`config.mk`:
```
export PLATFORM = sky130hd
export DESIGN_NAME = booth_mul_seq
export DESIGN_NICKNAME = d
export VERILOG_FILES = /design/src/rtl/booth_mul_seq.sv
export SDC_FILE = /design/constraint.sdc
export NUM_CORES = 2
export LEC_CHECK = 0
export BUFFER_PORTS_ARGS = -buffer_cell sky130_fd_sc_hd__buf_2
export CAP_MARGIN = 20
export CORE_MARGIN = 5
export CORE_UTILIZATION = 55
export DETAILED_ROUTE_END_ITERATION = 10
export GPL_ROUTABILITY_DRIVEN = 0
export PLACE_DENSITY = 0.74
export SLEW_MARGIN = 20
export SYNTH_ARGS = -nofsm -noshare
export SYNTH_HDL_FRONTEND = slang
export SYNTH_SLANG_ARGS = --single-unit
```
`constraint.sdc`:
```
create_clock -name clk -period 19.4 [get_ports clk]
set_clock_uncertainty 0.2 [all_clocks]
set_input_delay 0.97 -clock clk [delete_from_list [all_inputs] [get_ports clk]]
set_output_delay 0.97 -clock clk [all_outputs]
set_load 0.1 [all_outputs]
```
`src/rtl/booth_mul_seq.sv`:
```
// Radix-4 Booth multiplier sequencer: one partial product per cycle into a 128-bit accumulator.
// Result lands 34 edges after accept (18 for MULW); held until out_ready, abortable by flush.
module booth_mul_seq (
  input  logic        clk,
  input  logic        rst,
  input  logic        mul_valid,
  output logic        mul_ready,
  input  logic        flush,
  input  logic        mulw,
  input  logic [1:0]  mul_signed,
  input  logic [63:0] multiplicand,
  input  logic [63:0] multiplier,
  output logic        out_valid,
  input  logic        out_ready,
  output logic [63:0] result_hi,
  output logic [63:0] result_lo
);

  typedef enum logic [1:0] {IDLE, BUSY, DONE} state_t;

  state_t         state, next_state;
  logic [127:0]   xs;
  logic [65:0]    ys;
  logic           y_prev;
  logic [127:0]   acc;
  logic [5:0]     cnt;
  logic [5:0]     n_iter;
  logic           is_w;
  logic           accept;
  logic           last;
  logic [65:0]    x_ext, y_ext;
  logic [2:0]     grp;
  logic [127:0]   pp;

  assign accept = mul_valid && (state == IDLE) && !flush;
  assign last   = (cnt == n_iter);

  always_ff @(posedge clk or posedge rst) begin
    if (rst) state <= IDLE;
    else     state <= next_state;
  end

  always_comb begin
    next_state = state;
    case (state)
      IDLE:    if (accept)    next_state = BUSY;
      BUSY:    if (last)      next_state = DONE;
      DONE:    if (out_ready) next_state = IDLE;
      default:                next_state = IDLE;
    endcase
    if (flush) next_state = IDLE;
  end

  always_comb begin
    mul_ready = (state == IDLE);
    out_valid = (state == DONE);
  end

  // Operand extension; MULW always treats the low words as signed.
  always_comb begin
    if (mulw) begin
      x_ext = {{34{multiplicand[31]}}, multiplicand[31:0]};
      y_ext = {{34{multiplier[31]}}, multiplier[31:0]};
    end else begin
      x_ext = mul_signed[1] ? {{2{multiplicand[63]}}, multiplicand} : {2'b00, multiplicand};
      y_ext = (mul_signed == 2'b11) ? {{2{multiplier[63]}}, multiplier} : {2'b00, multiplier};
    end
  end

  assign grp = {ys[1], ys[0], y_prev};

  always_comb begin
    case (grp)
      3'b001, 3'b010: pp = xs;
      3'b011:         pp = xs << 1;
      3'b100:         pp = -(xs << 1);
      3'b101, 3'b110: pp = -xs;
      default:        pp = '0;
    endcase
  end

  // xs/ys shift by two per step, so the current group always sits at the bottom.
  always_ff @(posedge clk or posedge rst) begin
    if (rst) begin
      xs        <= '0;
      ys        <= '0;
      y_prev    <= 1'b0;
      acc       <= '0;
      cnt       <= '0;
      n_iter    <= '0;
      is_w      <= 1'b0;
      result_hi <= '0;
      result_lo <= '0;
    end else if (accept) begin
      xs     <= {{62{x_ext[65]}}, x_ext};
      ys     <= y_ext;
      y_prev <= 1'b0;
      acc    <= '0;
      cnt    <= '0;
      n_iter <= mulw ? 6'd17 : 6'd33;
      is_w   <= mulw;
    end else if (state == BUSY && !flush) begin
      if (!last) begin
        acc    <= acc + pp;
        xs     <= xs << 2;
        ys     <= ys >> 2;
        y_prev <= ys[1];
        cnt    <= cnt + 6'd1;
      end else if (is_w) begin
        result_hi <= '0;
        result_lo <= {{32{acc[31]}}, acc[31:0]};
      end else begin
        result_hi <= acc[127:64];
        result_lo <= acc[63:0];
      end
    end
  end

endmodule
```
==> flow_summary_export.csv <==
group,metric,value,unit
outcome,outcome,"finished, final reports clean",
route,drt-pass1-iter-count,9,
setup_path,startpoint_type,"register",
route,drt.antenna.violating_nets,0,
clocking,path_clk_slew,60,ps
logic_synthesis,synth_top_area_share,33.50,%
logic_synthesis,yosysSeqAreaShare,33.50,%
logic_synthesis,syn_avg_cell_area,7.596,sq um
logic_synthesis,synth_common_cells,"783 x nand2_1, 511 x o21ai_0, 461 x dfrtp_1, 396 x clkbuf_1, 329 x a21oi_1",
clocking,postCtsResizedCells,0,
route,vias,33495,
clocking,clock_sinks,461,
job,max-cap-violations,0,
timing,max_slew_margin,23.14,%
timing,fin_ws,11220,ps
logic_synthesis,yosys_most_used_dff,"dfrtp_1",
setup_path,worstSetupPathType,"reg -> reg",
global_routing,grt_usage,30.17,%
setup_path,arrival,8430,ps
logic_synthesis,syn_nets,4799,
placement,portBuffers,265,
timing,holdWs,268.5,ps
die,die_y,260.2,um
logic_synthesis,yosys_warnings,0,
global_routing,grt_max_degree,230,
timing,fmax,0.1223,GHz
die,die_w,260.2,um
die,start_util,55.69,%
final_layout,nNetsFinal,4736,
clocking,cts_buffer_depth,3,
clocking,numCtsBuffers,52,
logic_synthesis,yosys.area.top_type,"dfrtp_1",
setup_path,critPathCaptureType,"register",
route,wl_per_cell,19.75,um
logic_synthesis,ys_ff_latch,461,
timing,setup_viol,0,
final_layout,final.fill_count,5649,
die,die_area,0.06771,sq mm
die,core_area,0.06183,sq mm
route,drc_errors,0,
logic_synthesis,synth_area,0.03443,sq mm
logic_synthesis,yosysUniqueCellTypes,85,
route,wirelength,105700,um
min_path,hold_path_class,"reg -> reg",
die,rows,91,
timing,rsz0062_at_grt,"false",
clocking,clk_latency,620,ps
placement,place_ws,11550,ps
clocking,postCtsSetupBuffers,0,
route,routed_via_density,6.260,
logic_synthesis,yosysMostFrequentCell,"nand2_1",
timing,slew_violations,0,
clocking,postCtsHoldBufs,0,
global_routing,grt_pass1_wl,168700,um
global_routing,antenna_found_initial,9,
placement,hpwlAfterDp,72850,um
clocking,tritoncts,"done",
logic_synthesis,synth.area.top_cells,"dfrtp_1 34%, nand2_1 8.5%, o21ai_0 7.4%",
global_routing,overflow,0,
final_layout,area_delta_synth_final,8.764,%
global_routing,grt_pass1_vias,30673,
timing,period_minus_slack,8175,ps
timing,fin_tns_setup,0,ps
timing,period_share,42.14,%
logic_synthesis,synth-edff-count,0,
timing,tightest_slew,1153,ps
final_layout,drive_gt1_share,10.84,%
route,drt_iter0_markers,3772,
clocking,htree_levels,2,
logic_synthesis,netlist_instances,4533,
logic_synthesis,ys_async_sr_fraction,100.0,%
timing,hold_violations,0,
clocking,cts_root_buffer,"clkbuf_16",
setup_path,cp_data_required_time,19650,ps
setup_path,cp_max_fo,7,
die,ios,266,
## layout by cell type, fill, tap and decap left out, types with 19 or more instances in the layout
cell and instances:
or3_1 41, nor2_1 300, xor2_1 138, a221o_1 22, clkbuf_16 54, inv_1 51
nand3_1 151, o21ai_0 511, mux2_2 34, xnor2_1 166, nand2_1 782, or4_1 19
buf_2 265, buf_4 42, dfrtp_1 458, mux2i_1 33, a211oi_1 21, nand4_1 55
a21o_1 55, a221oi_1 43, ha_1 129, a31oi_1 184, o21bai_1 38, nor4_1 32
nor3_1 135, and3_1 19, nand2b_1 21, nor2b_1 73, a22oi_1 48, a21oi_1 329
## cell families after synthesis
| kind of cell | synth area share, % |
|---|---|
| AOI/OAI and AO/OA | 23.70 |
| buffers and inverters | 5.392 |
| adders and majority gates | 4.746 |
| DFF | 33.50 |
| xor gates and xnor gates | 7.758 |
| and+or+nand+nor | 22.83 |
| muxes | 2.071 |
## per-layer routing
metal / routed length (um) / global-route usage [%] / vias up / part of all wire [%]
met2: 46140 / 45.91 / 1488 / 44
met4: 4245 / 10.95 / 12 / 4.0
met3: 9960 / 5.903 / 282 / 9.4
met1: 45250 / 42.97 / 15772 / 43
li1: - / - / 15941 / -
met5: 69 / 0 / - / 0.065
## worst paths after layout
kind	from	endpoint	slack [ps]	cells past startpoint
max	xs[0]	acc[121]	11220	24
min	result_lo[52]	result_lo[52]	270	2
max reg2reg	xs[0]	acc[121]	11220	24
min reg2reg	result_lo[52]	result_lo[52]	270	2
max in group asynchronous	rst	ys[1]	16320	4
min in group asynchronous	rst	result_lo[48]	300	2
## worst max-delay path: stages, from the launching register on
cell      delay (ps)
dfrtp_1          410
inv_1            120
ha_1             230
or3b_2           530
or2_2            330
or4_1            510
nor2_1           390
nand2_1          180
or3_1            380
nand2_1          110
xor2_1           150
o21ai_0          100
ha_1             400
a21oi_1          230
o21ai_0          140
a21oi_1          340
o22ai_1          140
nor3_1           240
a31oi_1          280
o31ai_1          950
o21ai_0          500
a211oi_1         660
o21ai_0          230
xnor2_1          170
o21ai_0           90
## flip-flops by register name (all words and copies together) (netlist names)
name / count
acc: 128
ys: 65
state: 2
result_hi: 64
xs: 128
n_iter: 3
y_prev: 1
result_lo: 64
cnt: 6
## final cells by class
class	instances	area (sq um)	share of cell area (%)
repair buffers	310	1709	4.564
well taps	837	1047	2.796
multi-input cells	3588	21120	56.38
clock inverters	22	287.8	0.7684
clock buffers	74	1516	4.049
inverters	57	221.5	0.5913
flip-flops and latches	461	11550	30.83
diodes	2	5.005	0.01336
## through the flow
step | cells | area [sq um] | utilization (%)
floorplan | 4533 | 34430 | -
global placement | 5252 | 35610 | 57.60
detailed placement | 5252 | 35610 | 57.60
CTS | 5348 | 37420 | 60.52
global route | 5349 | 37450 | 60.57
finish | 5351 | 37450 | 60.58
Power is left out: the tool's default activity adds up to more than one toggle a clock period on the data nets, which glitch-free logic cannot reach.
